[config.mk]
export PLATFORM = sky130hd
export DESIGN_NAME = data_mem_ctrl
export DESIGN_NICKNAME = d
export VERILOG_FILES = /design/src/rtl/data_mem_ctrl.sv
export SDC_FILE = /design/constraint.sdc
export NUM_CORES = 1
export LEC_CHECK = 0
export ABC_CLOCK_PERIOD_IN_PS = 1900
export BUFFER_PORTS_ARGS = -buffer_cell sky130_fd_sc_hd__buf_2
export CELL_PAD_IN_SITES_DETAIL_PLACEMENT = 1
export CELL_PAD_IN_SITES_GLOBAL_PLACEMENT = 1
export CORE_AREA = 2 2 108 110
export CTS_CLUSTER_SIZE = 10
export DETAILED_ROUTE_END_ITERATION = 7
export DIE_AREA = 0 0 110 112
export PLACE_DENSITY = 0.87
export SLEW_MARGIN = 0
export SYNTH_ARGS = -nofsm -noshare
export SYNTH_HDL_FRONTEND = slang
export SYNTH_SLANG_ARGS = --single-unit
[constraint.sdc]
create_clock -name clk_in -period 1.9 [get_ports clk_in]
set_input_delay 0.095 -clock clk_in [delete_from_list [all_inputs] [get_ports clk_in]]
set_output_delay 0.095 -clock clk_in [all_outputs]
set_load 0.005 [all_outputs]
[src/rtl/data_mem_ctrl.sv]
// Data-side memory controller: accepts CPU load/store dispatches, drives a word-wide
// block RAM with byte-lane enables, and returns right-aligned zero-extended load data.
module data_mem_ctrl #(
    parameter int DEPTH        = 4096,
    parameter int BRAM_LATENCY = 2
) (
    input  logic                     clk_in,
    input  logic                     rst_in,
    input  logic                     dispatch_read,
    input  logic                     dispatch_write,
    input  logic [31:0]              addr,
    input  logic [1:0]               mem_width,
    input  logic [31:0]              write_data,
    output logic                     busy,
    output logic [31:0]              read_data,
    output logic                     access_err,
    output logic                     bram_en,
    output logic [3:0]               bram_we,
    output logic [$clog2(DEPTH)-1:0] bram_addr,
    output logic [31:0]              bram_din,
    input  logic [31:0]              bram_dout,
    output logic [1:0]               dbg_state
);

    localparam int          AW     = $clog2(DEPTH);
    localparam logic [32:0] LIMIT  = 33'(DEPTH) << 2;
    localparam logic [2:0]  LAT_M1 = 3'(BRAM_LATENCY - 1);

    localparam logic [1:0] W_BYTE  = 2'd0;
    localparam logic [1:0] W_WORD  = 2'd1;
    localparam logic [1:0] W_DWORD = 2'd2;

    typedef enum logic [1:0] {
        IDLE    = 2'd0,
        RD_WAIT = 2'd1,
        WR_DONE = 2'd2
    } state_t;

    state_t      state_q, state_d;
    logic [1:0]  off_q;
    logic [1:0]  width_q;
    logic [2:0]  cnt_q;

    logic        width_bad;
    logic        misaligned;
    logic        out_of_range;
    logic        accept;
    logic        reject;
    logic        rd_last;
    logic [31:0] shifted;
    logic [31:0] load_val;

    // Handshake: a request is taken only in the cycle busy=0 and exactly one dispatch
    // is high; the CPU holds it until then, and busy=0 again means the result is ready.
    always_comb begin
        width_bad    = (mem_width == 2'd3);
        misaligned   = ((mem_width == W_WORD) && addr[0]) ||
                       ((mem_width == W_DWORD) && (addr[1:0] != 2'b00));
        out_of_range = ({1'b0, addr} >= LIMIT);
        accept       = (state_q == IDLE) && (dispatch_read ^ dispatch_write) &&
                       !width_bad && !misaligned && !out_of_range;
        reject       = (state_q == IDLE) && (dispatch_read || dispatch_write) && !accept;
        rd_last      = (state_q == RD_WAIT) && (cnt_q == LAT_M1);
    end

    // RAM request is combinational so the access lands in the issue cycle itself.
    always_comb begin
        bram_en   = 1'b0;
        bram_we   = 4'b0000;
        bram_addr = '0;
        bram_din  = 32'h0;
        if (accept) begin
            bram_en   = 1'b1;
            bram_addr = addr[AW+1:2];
            if (dispatch_write) begin
                case (mem_width)
                    W_BYTE: begin
                        bram_we  = 4'b0001 << addr[1:0];
                        bram_din = {4{write_data[7:0]}};
                    end
                    W_WORD: begin
                        bram_we  = 4'b0011 << addr[1:0];
                        bram_din = {2{write_data[15:0]}};
                    end
                    default: begin
                        bram_we  = 4'b1111;
                        bram_din = write_data;
                    end
                endcase
            end
        end
    end

    always_comb begin
        state_d = state_q;
        case (state_q)
            IDLE: begin
                if (accept) begin
                    state_d = dispatch_read ? RD_WAIT : WR_DONE;
                end
            end
            RD_WAIT: begin
                if (rd_last) begin
                    state_d = IDLE;
                end
            end
            WR_DONE: state_d = IDLE;
            default: state_d = IDLE;
        endcase
    end

    always_comb begin
        shifted = bram_dout >> {off_q, 3'b000};
        case (width_q)
            W_BYTE:  load_val = {24'h0, shifted[7:0]};
            W_WORD:  load_val = {16'h0, shifted[15:0]};
            default: load_val = shifted;
        endcase
    end

    always_ff @(posedge clk_in) begin
        if (rst_in) begin
            state_q    <= IDLE;
            busy       <= 1'b0;
            read_data  <= 32'h0;
            access_err <= 1'b0;
            off_q      <= 2'b00;
            width_q    <= 2'b00;
            cnt_q      <= 3'd0;
        end else begin
            state_q    <= state_d;
            busy       <= (state_d != IDLE);
            access_err <= reject;
            if (accept) begin
                off_q   <= addr[1:0];
                width_q <= mem_width;
                cnt_q   <= 3'd0;
            end else if (state_q == RD_WAIT) begin
                cnt_q <= cnt_q + 3'd1;
            end
            if (rd_last) begin
                read_data <= load_val;
            end
        end
    end

    assign dbg_state = state_q;

endmodule

==> out/summary.txt, run 1 <==
Most common cell after layout, fill and taps aside - buf_2
Commonest non-fill, non-tap cells in the layout - buf_2 (168), nor2_1 (50), dfxtp_1 (43)
Reg power frac - 0.409
Starting Density - 0.243
Post-Synth XOR/XNOR Area - 0.00644
Core Area - 11200 sq um
Number of global-route vias before repair - 3551
Register bit total from synthesis - 43
Final setup margin - -0.0742 ns
Simple-gate share of the synthesized area - 0.247
WL/cell - 17.9 um
Die ar. - 12300 sq um
Sequential area share after synthesis - 0.316
Fmax - 507 MHz
Inserted Clock Buffers - 5
Max-slew violation count - 0
Synthesized area - 2720 sq um
Via-to-Cell Ratio - 4.91
H-Tree Depth - 2
Power density cells - 495 nW/um^2
Largest family of logic cells by synthesized area - simple AND/OR/NAND/NOR gates
Fin crit share - 1.04
Clk pwr share - 0.444
TritonCTS clock tree - yes
Final antenna-violating net count - 0
Worst Tran Pin Value - 0.556 ns
Max Root-Sink Buffers - 2
WP data arrival - 1.88 ns
Critical path class - in2out
Io pins - 187
Worst skew pair latency - 0.28 ns
Die width - 110 um
First-pass GRT wire length - 18700 um
Net Switching - 538 uW
Max-cap viol count - 0
Worst Path Required - 1.80 ns
Final Hold Viols - 0
Worst slew margin - 0.628
Largest net degree at the start of global routing - 33
N_diodes - 0
Clk_skew - 0.00863 ns
TritonRoute pass-1 iters - 4
Setup crit start kind - input port
Post-route DRC - 0
# port buffers - 186
Final design utilization - 0.399
Row cnt - 39
GRT Total Usage - 0.195
Failing checks - negative setup slack
GP Congestion - 0.924
P_int - 1670 uW
Final nets - 647
# clock sinks - 43
Iter 0 DRT Violations - 110
Yosys warning count - 0
Yosys cell types - 38
Sw Share - 0.244
Initial antenna violation count - 0
Minimum clock period - 1.97 ns
Hold bufs inserted after CTS - 0
Area grow syn2layout - 63.9%
Compound-gate portion of the synthesized area - 0.197
Synth Instances - 351
Crit Path Max Fanout - 4
Peak VDD IR - 0.298 mV
Post-DP HPWL - 9610 um
Mux share of post-synthesis cell area - 0.166
P_leak - 0.00206 uW
Clock root buffer - clkbuf_16
Syn Nets - 456
Overall Power - 2210 uW
Syn_area_per_cell - 7.75 sq um
# setup viols final - 30
CP Capture Type - output port
Total grt overflow - 0
RSZ-0062 raised after global routing - yes
Status - finished with violations
Min-delay worst type - in2reg
Clk pin slew, worst setup/hold paths - 0.06 ns
Adder-cell share of the synthesized area - 0.0138
Layout cell share with drive strength beyond 1 - 0.505
Combinational fraction of design power - 0.146
Total number of vias - 3368
DIE HEIGHT - 112 um
DRT Wirelength - 12300 um
==> flip-flops by register name (all words and copies together), names as in the netlist <==
| register | count |
|---|---|
| dbg_state | 2 |
| cnt_q | 3 |
| busy | 1 |
| read_data | 32 |
| width_q | 2 |
| access_err | 1 |
| off_q | 2 |
==> kinds of logic after synthesis <==
family                     Yosys count
and+or+nand+nor                    140
AOI/OAI and AO/OA                   84
muxes                               44
DFF                                 43
buffers and inverters               35
adders and majority gates            3
xor gates and xnor gates             2
==> routing by layer <==
metal	track usage	routed length (um)	vias to the layer above
met2	0.360	6480	154
met1	0.218	4630	1578
met3	0.0474	947	14
met5	0	0	-
li1	-	-	1622
met4	0.0557	210	0
==> final timing paths <==
| check | start | to | slack [ns] | cells after the start |
|---|---|---|---|---|
| worst min-delay path | dispatch_read | dbg_state[1] | 0.09 | 3 |
| worst max register to register | cnt_q[0] | read_data[26] | 0.21 | 6 |
| worst max-delay path | dispatch_write | bram_din[29] | -0.07 | 10 |
| worst min register to register | read_data[3] | read_data[3] | 0.46 | 2 |
==> critical path: stages <==
cell and delay (ns):
buf_8 0.08, inv_4 0.03, ha_4 0.24, or4b_4 0.47, a311oi_4 0.27, buf_4 0.16, nand4_1 0.14, buf_2 0.20
nor2_2 0.09, buf_2 0.11
==> synth_stat cells, drive strengths merged <==
cell type  count  area share
a2111oi        1      0.0032
a21o           1      0.0028
a21oi         36       0.066
a22oi         16       0.044
a311oi         1      0.0055
a31o           1      0.0032
and2          12       0.028
and3          10       0.023
and4           1      0.0032
buf            8       0.017
clkbuf        22       0.030
dfxtp         43        0.32
ha             3       0.014
inv            5      0.0069
mux2           8       0.033
mux2i         36        0.13
nand2         25       0.034
nand2b         9       0.021
nand4          2      0.0069
nand4bb        1      0.0041
nor2          59       0.081
nor2b          2      0.0046
nor3          12       0.022
nor3b          1      0.0028
nor4           3      0.0069
nor4b          1      0.0032
o211ai         8       0.022
o21ai         10       0.018
o21bai         1      0.0028
o2bb2ai        8       0.026
o31ai          1      0.0028
or3            1      0.0023
or4b           1      0.0037
xnor2          1      0.0032
xor2           1      0.0032
==> power groups by stage <==
stage | Clock (uW) | Sequential [uW] | Combinational, uW
floorplan | 0 | 923 | 118
global placement | 0 | 923 | 288
detailed placement | 0 | 923 | 293
CTS | 1010 | 903 | 316
global route | 1050 | 903 | 354
finish | 979 | 903 | 323
==> stage by stage <==
step           TNS (ns)  worst slack, ns  instance area [sq um]  cells  hold WS (ns)
3_5_place_dp      -5.20           -0.171                   3900    672         0.391
2_1_floorplan         0           0.0154                   2730    351         0.240
3_3_place_gp      -2.47           -0.129                   3900    672         0.365
5_1_grt           -4.26           -0.166                   4460    686        0.0981
6_report          -1.44          -0.0742                   4460    686        0.0942
4_1_cts           -3.79           -0.146                   4400    685        0.0849
==> timing repair <==
| action | in CTS | in global routing |
|---|---|---|
| resized for setup | 70 | 12 |
| endpoints found under the setup margin | 49 | 49 |
| pin swaps | 33 | 3 |
| cloned | 2 | 0 |
| buffers inserted | 3 | 1 |
==> cell type report <==
class                      count  area (sq um)
clock buffer                   5           125
sequential                    43           861
tap                          143           179
fill                        1409          6720
timing repair buffer         214          1330
clock inverter                 3          43.8
multi-input combinational    273          1900
inverter                       5          23.8
(Power assumes the default switching activity.)
==> run 2: changes to the inputs <==
--- a/config.mk
+++ b/config.mk
@@ -9,10 +9,11 @@
 export BUFFER_PORTS_ARGS = -buffer_cell sky130_fd_sc_hd__buf_2
 export CELL_PAD_IN_SITES_DETAIL_PLACEMENT = 1
 export CELL_PAD_IN_SITES_GLOBAL_PLACEMENT = 1
-export CORE_AREA = 2 2 108 110
+export CORE_AREA = 2 2 99 120
 export CTS_CLUSTER_SIZE = 10
 export DETAILED_ROUTE_END_ITERATION = 7
-export DIE_AREA = 0 0 110 112
+export DIE_AREA = 0 0 101 122
+export GPL_ROUTABILITY_DRIVEN = 0
 export PLACE_DENSITY = 0.87
 export SLEW_MARGIN = 0
 export SYNTH_ARGS = -nofsm -noshare
==> out/summary.txt, run 2 (synthesis results as in run 1) <==
Largest net degree at the start of global routing - 36
Status - finished with violations
Final Hold Viols - 0
Combinational fraction of design power - 0.137
Most common cell after layout, fill and taps aside - buf_2
Area after DPL - 3860 sq um
Die width - 101 um
Io pins - 187
Clk_skew - 0.00560 ns
Total number of vias - 3335
Largest regs - read_data x32, cnt_q x3
Clk pwr share - 0.455
Initial antenna violation count - 0
Power density cells - 517 nW/um^2
Final setup margin - -0.0529 ns
TritonRoute pass-1 iters - 4
Clock root buffer - clkbuf_16
Final antenna-violating net count - 0
Clk pin slew, worst setup/hold paths - 0.06 ns
Worst Tran Pin Value - 0.628 ns
Core Area - 11300 sq um
Worst setup path endpoint - bram_din[1]
Worst r2r src - dbg_state[0]
Post-DP HPWL - 9480 um
WL/cell - 17.6 um
Iter 0 DRT Violations - 74
Critical Path Source - dispatch_write
Fin crit share - 1.03
Largest register FFs - 32
Reg power frac - 0.408
Area grow syn2layout - 57.6%
Die ar. - 12300 sq um
Layout cell share with drive strength beyond 1 - 0.468
Hold_ws - 0.0467 ns
# clock sinks - 43
Final nets - 642
Failing checks - negative setup slack
GRT Total Usage - 0.191
Max-slew violation count - 0
N_diodes - 0
Worst slew margin - 0.581
Design area - 4290 sq um
Max Root-Sink Buffers - 2
Worst r2r dst - access_err
DIE HEIGHT - 122 um
First-pass GRT wire length - 18300 um
Inserted Clock Buffers - 5
Worst skew pair latency - 0.29 ns
Via-to-Cell Ratio - 4.96
# setup viols final - 13
WP data arrival - 1.86 ns
# port buffers - 186
Worst Path Required - 1.80 ns
Commonest non-fill, non-tap cells in the layout - buf_2 (170), nor2_1 (57), dfxtp_1 (43)
DRT Wirelength - 11800 um
P_leak - 0.00203 uW
Net Switching - 518 uW
Final design utilization - 0.379
H-Tree Depth - 2
Sw Share - 0.234
Setup Total Neg Slack - -0.373 ns
Post-route DRC - 0
Starting Density - 0.241
Crit Path Max Fanout - 8
Number of global-route vias before repair - 3585
Worst R2R Path Depth - 6
Critical path class - in2out
RSZ-0062 raised after global routing - yes
Fmax - 512 MHz
Largest Register - read_data
Min-delay worst type - in2reg
Total grt overflow - 0
TritonCTS clock tree - yes
Overall Power - 2220 uW
Minimum clock period - 1.95 ns
P_int - 1700 uW
Setup crit start kind - input port
Peak VDD IR - 0.375 mV
Max-cap viol count - 0
CP Capture Type - output port
R2r setup slk - 0.19 ns
Row cnt - 43
[run 2: cell types whose count changed in the layout (fill, tap and decap cells not counted), moves of 2 or more]
cell | previous run | this run
a21oi_2 | 9 | 2
a21oi_1 | 26 | 34
buf_2 | 168 | 170
nor2_1 | 50 | 57
buf_6 | 23 | 16
nor2_4 | 6 | 0
[run 2: through the flow]
| step | std cells | worst slack (ns) |
|---|---|---|
| 2_1_floorplan | 351 | 0.0154 |
| 3_3_place_gp | 662 | -0.107 |
| 3_5_place_dp | 662 | -0.163 |
| 4_1_cts | 673 | -0.107 |
| 5_1_grt | 673 | -0.128 |
| 6_report | 673 | -0.0529 |
[run 2: cell type report]
cell class | instances | area [sq um]
fill | 1402 | 7010
clock inverter | 2 | 35.0
multi-input combinational | 273 | 1810
clock buffer | 6 | 139
inverter | 5 | 23.8
timing repair buffer | 209 | 1250
sequential | 43 | 861
tap | 135 | 169
[run 2: power groups by stage]
stage                     Sequential, uW  Combinational [uW]  Clock (uW)
after floorplan                      923                 118           0
after global placement               923                 279           0
after detailed placement             923                 288           0
after CTS                            903                 301        1040
after global routing                 902                 333        1070
final                                903                 304        1010
[run 2: worst max-delay path: stages]
cell	delay [ns]
buf_8	0.08
inv_4	0.03
ha_4	0.24
or4b_4	0.46
a311oi_4	0.27
and3_4	0.28
buf_6	0.13
and3_4	0.19
buf_6	0.09
[run 2: timing repair]
action	4_1_cts	5_1_grt
endpoints found under the setup margin	39	49
pin swaps	21	4
hold buffers	0	0
gates resized for setup	36	16
setup buffers	3	0
[run 2: metal layers]
layer / GRT usage / part of all wire / wire (um)
met1: 0.206 / 0.37 / 4420
met2: 0.360 / 0.52 / 6150
met3: 0.0407 / 0.074 / 880
met4: 0.0676 / 0.031 / 362
met5: 0 / 0 / 0
[run 2: how the worst min path moves through the flow]
stage                         endpoint           from  depth (start not counted)  slack [ns]
after floorplan           dbg_state[0]  dispatch_read                          1        0.24
after global placement    dbg_state[0]  dispatch_read                          2        0.34
after detailed placement  dbg_state[0]  dispatch_read                          2        0.35
after CTS                 dbg_state[0]  dispatch_read                          2        0.04
after global routing      dbg_state[0]  dispatch_read                          2        0.05
final                     dbg_state[0]  dispatch_read                          2        0.05
